<file path="src/rtl/fetch_pkg.sv">
`default_nettype none
// ============================================================================
// Module : fetch_pkg
// Brief  : Shared types and default constants for the instruction-fetch stage.
// Rev    : 1.0 - initial release
// ============================================================================
package fetch_pkg;

    localparam int unsigned PC_WIDTH_DEF       = 12;
    localparam int unsigned INST_WIDTH_DEF     = 19;
    localparam int unsigned RESET_PC_DEF       = 0;
    localparam int unsigned TIMEOUT_CYCLES_DEF = 15;

    typedef enum logic [0:0] {
        REQ  = 1'b0,
        HOLD = 1'b1
    } state_t;

    localparam logic [INST_WIDTH_DEF-1:0] NOP = '0;

endpackage
`default_nettype wire

</file>
<file path="src/rtl/fetch_unit_if.sv">
`default_nettype none
// ============================================================================
// Module : fetch_unit_if
// Brief  : Instruction-memory req/ack handshake bundle.
// Rev    : 1.0 - initial release
// ============================================================================
interface fetch_unit_if
    import fetch_pkg::*;
#(
    parameter int unsigned PC_WIDTH   = PC_WIDTH_DEF,
    parameter int unsigned INST_WIDTH = INST_WIDTH_DEF
);
    logic                  imem_req;
    logic [PC_WIDTH-1:0]   imem_addr;
    logic                  imem_ack;
    logic [INST_WIDTH-1:0] imem_rdata;

    modport master (output imem_req, output imem_addr, input  imem_ack, input  imem_rdata);
    modport slave  (input  imem_req, input  imem_addr, output imem_ack, output imem_rdata);
endinterface
`default_nettype wire

</file>
<file path="src/rtl/pc_reg.sv">
`default_nettype none
// ============================================================================
// Module : pc_reg
// Brief  : Program counter with sync reset, load enable and +1/branch mux.
// Rev    : 1.0 - initial release
// ============================================================================
module pc_reg
    import fetch_pkg::*;
#(
    parameter int unsigned PC_WIDTH = PC_WIDTH_DEF,
    parameter int unsigned RESET_PC = RESET_PC_DEF
) (
    input  wire logic                clk,
    input  wire logic                rst,
    input  wire logic                ld,
    input  wire logic                sel_branch,
    input  wire logic [PC_WIDTH-1:0] branch_target,
    output logic      [PC_WIDTH-1:0] pc,
    output logic      [PC_WIDTH-1:0] pc_inc
);
    logic [PC_WIDTH-1:0] r_pc;
    logic [PC_WIDTH-1:0] w_pc_nxt;

    // Increment wraps modulo 2^PC_WIDTH by construction.
    assign pc_inc   = r_pc + 1'b1;
    assign w_pc_nxt = sel_branch ? branch_target : pc_inc;
    assign pc       = r_pc;

    always_ff @(posedge clk) begin
        if (rst) begin
            r_pc <= PC_WIDTH'(RESET_PC);
        end else if (ld) begin
            r_pc <= w_pc_nxt;
        end
    end
endmodule
`default_nettype wire

</file>
<file path="src/rtl/fetch_unit.sv">
`default_nettype none
// ============================================================================
// Module : fetch_unit
// Brief  : IF stage - PC ownership, imem req/ack fetch, IF/ID buffer drive.
//          Optional request timeout enabled by defining FETCH_TIMEOUT_EN.
// Rev    : 1.0 - initial release
// ============================================================================
module fetch_unit
    import fetch_pkg::*;
#(
    parameter int unsigned PC_WIDTH       = PC_WIDTH_DEF,
    parameter int unsigned INST_WIDTH     = INST_WIDTH_DEF,
    parameter int unsigned RESET_PC       = RESET_PC_DEF,
    parameter int unsigned TIMEOUT_CYCLES = TIMEOUT_CYCLES_DEF
) (
    input  wire logic                  clk,
    input  wire logic                  rst,
    input  wire logic                  stall,
    input  wire logic                  branch_taken,
    input  wire logic [PC_WIDTH-1:0]   branch_target,
    fetch_unit_if.master               imem,
    output logic                       if_ld,
    output logic      [INST_WIDTH-1:0] if_inst,
    output logic      [PC_WIDTH-1:0]   if_pc_next,
    output logic                       if_valid,
    output logic                       fetch_err
);
    state_t                r_state;
    state_t                w_state_nxt;
    logic                  r_valid;
    logic                  w_valid_nxt;
    logic [INST_WIDTH-1:0] r_inst;
    logic [PC_WIDTH-1:0]   r_pc_next;
    logic [PC_WIDTH-1:0]   w_pc;
    logic [PC_WIDTH-1:0]   w_pc_inc;
    logic                  w_pc_ld;
    logic                  w_capture;
    logic                  w_timeout;

    pc_reg #(
        .PC_WIDTH (PC_WIDTH),
        .RESET_PC (RESET_PC)
    ) u_pc_reg (
        .clk           (clk),
        .rst           (rst),
        .ld            (w_pc_ld),
        .sel_branch    (branch_taken),
        .branch_target (branch_target),
        .pc            (w_pc),
        .pc_inc        (w_pc_inc)
    );

`ifdef FETCH_TIMEOUT_EN
    localparam int unsigned WAIT_W = $clog2(TIMEOUT_CYCLES + 1);
    logic [WAIT_W-1:0] r_wait;
    logic              r_err;

    assign w_timeout = (r_state == REQ) && !branch_taken && !imem.imem_ack
                       && (r_wait == WAIT_W'(TIMEOUT_CYCLES - 1));
    assign fetch_err = r_err;

    // Counter only runs while waiting in REQ; any exit or redirect clears it.
    always_ff @(posedge clk) begin
        if (rst) begin
            r_wait <= '0;
            r_err  <= 1'b0;
        end else begin
            if ((r_state == REQ) && !branch_taken && !imem.imem_ack && !w_timeout) begin
                r_wait <= r_wait + 1'b1;
            end else begin
                r_wait <= '0;
            end
            if (w_timeout) begin
                r_err <= 1'b1;
            end
        end
    end
`else
    localparam int unsigned c_unused_timeout = TIMEOUT_CYCLES;
    assign w_timeout = 1'b0;
    assign fetch_err = 1'b0;
`endif

    always_comb begin
        w_state_nxt = r_state;
        w_valid_nxt = r_valid;
        w_pc_ld     = 1'b0;
        w_capture   = 1'b0;
        case (r_state)
            REQ: begin
                if (branch_taken) begin
                    w_pc_ld = 1'b1;
                end else if (imem.imem_ack || w_timeout) begin
                    w_pc_ld     = 1'b1;
                    w_capture   = imem.imem_ack;
                    w_valid_nxt = 1'b1;
                    w_state_nxt = HOLD;
                end
            end
            HOLD: begin
                if (branch_taken) begin
                    w_pc_ld     = 1'b1;
                    w_valid_nxt = 1'b0;
                    w_state_nxt = REQ;
                end else if (!stall) begin
                    w_valid_nxt = 1'b0;
                    w_state_nxt = REQ;
                end
            end
            default: w_state_nxt = REQ;
        endcase
    end

    always_ff @(posedge clk) begin
        if (rst) begin
            r_state   <= REQ;
            r_valid   <= 1'b0;
            r_inst    <= '0;
            r_pc_next <= '0;
        end else begin
            r_state <= w_state_nxt;
            r_valid <= w_valid_nxt;
            if (w_capture) begin
                r_inst    <= imem.imem_rdata;
                r_pc_next <= w_pc_inc;
            end else if (w_timeout) begin
                r_inst    <= INST_WIDTH'(NOP);
                r_pc_next <= w_pc_inc;
            end
        end
    end

    assign imem.imem_req  = (r_state == REQ) && !rst;
    assign imem.imem_addr = w_pc;
    assign if_ld          = (r_state == HOLD) && !stall && !branch_taken && !rst;
    assign if_inst        = r_inst;
    assign if_pc_next     = r_pc_next;
    assign if_valid       = r_valid;
endmodule
`default_nettype wire

</file>
<file path="src/flat_wrapper.sv">
// flat-port wrapper written by rule: the top's interface ports become plain ports
module fetch_unit_flat import fetch_pkg::*;
#(
    parameter int unsigned PC_WIDTH       = PC_WIDTH_DEF,
    parameter int unsigned INST_WIDTH     = INST_WIDTH_DEF,
    parameter int unsigned RESET_PC       = RESET_PC_DEF,
    parameter int unsigned TIMEOUT_CYCLES = TIMEOUT_CYCLES_DEF
)
  (clk, rst, stall, branch_taken, branch_target, if_ld, if_inst, if_pc_next, if_valid, fetch_err, imem_imem_req, imem_imem_addr, imem_imem_ack, imem_imem_rdata);
  fetch_unit_if #(.PC_WIDTH(PC_WIDTH), .INST_WIDTH(INST_WIDTH)) imem_i ();
  input  wire logic clk;
  input  wire logic rst;
  input  wire logic stall;
  input  wire logic branch_taken;
  input  wire logic [PC_WIDTH-1:0] branch_target;
  output logic if_ld;
  output logic      [INST_WIDTH-1:0] if_inst;
  output logic      [PC_WIDTH-1:0] if_pc_next;
  output logic if_valid;
  output logic fetch_err;
  output wire logic [$bits(imem_i.imem_req)-1:0] imem_imem_req;
  output wire logic [$bits(imem_i.imem_addr)-1:0] imem_imem_addr;
  input wire logic [$bits(imem_i.imem_ack)-1:0] imem_imem_ack;
  input wire logic [$bits(imem_i.imem_rdata)-1:0] imem_imem_rdata;
  assign imem_imem_req = imem_i.imem_req;
  assign imem_imem_addr = imem_i.imem_addr;
  assign imem_i.imem_ack = imem_imem_ack;
  assign imem_i.imem_rdata = imem_imem_rdata;
  fetch_unit #(.PC_WIDTH(PC_WIDTH), .INST_WIDTH(INST_WIDTH), .RESET_PC(RESET_PC), .TIMEOUT_CYCLES(TIMEOUT_CYCLES)) u_core (.clk(clk), .rst(rst), .stall(stall), .branch_taken(branch_taken), .branch_target(branch_target), .imem(imem_i), .if_ld(if_ld), .if_inst(if_inst), .if_pc_next(if_pc_next), .if_valid(if_valid), .fetch_err(fetch_err));
endmodule
</file>
<file path="config.mk">
export PLATFORM = sky130hd
export DESIGN_NAME = fetch_unit_flat
export DESIGN_NICKNAME = d
export VERILOG_FILES = /design/src/rtl/fetch_pkg.sv /design/src/rtl/fetch_unit_if.sv /design/src/rtl/pc_reg.sv /design/src/rtl/fetch_unit.sv /design/src/flat_wrapper.sv
export SDC_FILE = /design/constraint.sdc
export NUM_CORES = 1
export LEC_CHECK = 0
export BUFFER_PORTS_ARGS = -buffer_cell sky130_fd_sc_hd__buf_2
export CORE_ASPECT_RATIO = 0.6
export CORE_MARGIN = 1
export CORE_UTILIZATION = 49
export DETAILED_ROUTE_END_ITERATION = 6
export PLACE_DENSITY_LB_ADDON = 0.08
export SYNTH_ARGS = -nofsm -noshare
export SYNTH_HDL_FRONTEND = slang
export SYNTH_SLANG_ARGS = --single-unit
</file>
<file path="constraint.sdc">
create_clock -name clk -period 3.4 [get_ports clk]
set_clock_uncertainty 0.05 [all_clocks]
set_input_delay 0.68 -clock clk [delete_from_list [all_inputs] [get_ports clk]]
set_output_delay 0.68 -clock clk [all_outputs]
set_load 0.02 [all_outputs]
</file>
==> impl_metrics.ini <==
[timing]
period_share_pct = 68.5
setup_viol = 0
hold_violations = 0
worst_slew_margin_rel_pct = 38.9
rsz0062_at_grt = false
fin_crit_ns = 2.33
worst_slew_pin_slew_ns = 0.914
slew_viol_final = 0
tns_ns = 0
finalWorstSetupSlack_ns = 1.07
max_freq_mhz = 429

[synth]
netlist_instances = 242
syn_area_um2 = 2070
yosys_warnings = 0
synth-seq-cells = 45
yosysSeqAreaShare_pct = 43.5
synth_fp_nets = 279
syn_area_per_cell_um2 = 8.56
synth_cell_types = 34

[detailed_routing]
drtIter0Drc = 73
num_vias = 1827
final_antenna_net_count = 0
vias_per_cell = 4.92
route.detailed.drc = 0
routedWlPerCell_um = 12.2
routed_wl_mm = 4.54
drtPass1Iterations = 4

[floorplan]
io-pin-count = 83
die_w_um = 86.0
die-area_um2 = 4500
start_util_pct = 53.8
die_h_um = 52.4
core_area_um2 = 3850
fp-row-count = 17

[clock_tree]
cts_tree = built
clk_latency_ns = 0.30
path_clk_slew_ns = 0.09
post_cts_resize_count = 0
clockBufferDepth = 2
post_cts_buffers = 0
htree_levels = 2
holdBufCountCts = 0
cts_buffers = 5
cts_num_sinks = 45
root_buffer = clkbuf_8

[global_routing]
grt_pass1_vias = 1616
use_met1_pct = 32.9
antenna_found_initial = 0
grt_use_met2_pct = 31.7
overflow = 0
grt_usage_pct = 23.0
grt-busiest-layer = met1
grt_pass1_wl_mm = 7.73
grt_max_degree = 44
use_met3_pct = 7.09

[power_and_ir_drop]
p_per_area_nw_per_um2 = 485
p_leak_uw = 0.00114
vdd_drop_max_mv = 0.305
total_power_uw = 1260

[placement]
numPortBuffers = 81
place_congestion = 0.831
dp_slack_ns = 1.07
placed_cell_area_um2 = 2470
dp_hpwl_mm = 3.23

[critical_path]
startpoint = rst
cp.arrival_ns = 1.60
r2r_setup_slack_ns = 1.60
worstReg2RegStart = u_core.r_state$_SDFF_PP0_
crit_fanout = 34
critPathMaxStageDelay_ns = 0.41
cpMaxStageDelayCell = buf_4
crit_top_cell = buf_2
worst-path-buf-inv = 3
critPathTopFamily = buffers and inverters
cp_cell_sequence = buf_2, buf_4, nor2_1, buf_2
critPathLaunchType = primary input
required_ns = 2.67
criticalPathCategory = in -> out
critPathCaptureType = output pin

[finish]
drive_gt1_share_pct = 34.4
finalInstanceArea_um2 = 2600
diodes = 0
nNetsFinal = 350
syn2layout_area_growth_pct = 25.7
largest_reg_flops = 19

[job]
drv_cap = 0

[worst_hold_path]
min_from = u_core.if_inst[9]$_SDFFE_PP0P_
hold_class = reg -> reg

[status]
outcome = complete, no violations
[cells in the final DEF, fill, tap and decap left out, types with 2 or more instances in the layout]
cell type and instances:
a211oi_1 8, a211oi_2 4, a21o_1 2, a21oi_1 29, buf_2 81, bufinv_16 2
clkbuf_8 5, dfxtp_1 45, inv_1 8, mux2i_1 3, nand2_1 48, nand3_2 2
nand4_1 3, nor2_1 20, nor3_1 2, nor3_2 4, nor4_2 4, o21a_1 7
o21ai_0 3, or3_1 2, xnor2_1 10, xor2_1 9
[power breakdown]
part	total [uW]	internal (uW)	switching [uW]
combinational	191	74.3	117
sequential	588	558	30.5
clock	485	296	189
total	1260	928	336
[worst reg2reg max path: cells and delay by family (launching register included)]
family / cells / cell delay, ns
simple gates: 3 / 1.08
flops: 1 / 0.37
compound gates: 1 / 0.22
[final cells by class]
cell class	count	area, um2
multi-input combinational	171	1050
clock inverter	3	68.8
inverter	8	30.0
fill	344	1250
clock buffer	5	68.8
tap	57	71.3
sequential	45	901
timing repair buffer	82	413
[cell usage after synthesis, drive strengths merged]
library cell	instances	area share [%]
nor2	21	4.2
nor4b	1	0.42
nand2	48	8.7
mux2	1	0.54
ha	1	0.60
nand4	3	0.91
a21oi	30	7.4
inv	8	1.4
a21o	2	0.72
buf	11	3.1
o21ai	3	0.72
nand4b	1	0.42
conb	1	0.18
mux2i	3	1.4
xor2	9	3.8
o21a	7	2.5
nand3b	1	0.36
a211oi	12	5.3
nand2b	1	0.66
xnor2	10	4.2
nand3	3	1.8
or2	1	0.30
or3	2	0.60
nor4	4	2.4
nor3	6	2.4
dfxtp	45	43
clkbuf	7	1.3
[metal layers]
metal	share of wire (%)	vias up
met1	53	803
li1	-	951
met4	1.3	0
met2	38	65
met5	0	-
met3	7.4	8
[path summary, 6_finish.rpt]
path	end	cells after the start
min	u_core.if_inst[9]$_SDFFE_PP0P_	2
max reg2reg	u_core.if_pc_next[11]$_SDFFE_PP0P_	4
max	imem_imem_req	4
min reg2reg	u_core.if_inst[9]$_SDFFE_PP0P_	2
[through the flow]
| stage | utilization (%) | hold slack, ns | std cells |
|---|---|---|---|
| 2_1_floorplan | - | 0.440 | 242 |
| 5_1_grt | 67.6 | 0.426 | 371 |
| 6_report | 67.6 | 0.403 | 371 |
| 3_3_place_gp | 64.1 | 0.390 | 363 |
| 3_5_place_dp | 64.1 | 0.394 | 363 |
| 4_1_cts | 67.6 | 0.406 | 371 |
[logic make-up after synthesis]
family / count (synthesis) / synth area share (%)
fa+ha+maj: 1 / 0.604
xor+xnor: 19 / 8.03
flops: 45 / 43.5
simple gates: 92 / 23.2
mux: 4 / 1.99
buf+inv: 26 / 5.80
other cells: 1 / 0.181
compound gates: 54 / 16.7
(Power assumes the default switching activity.)
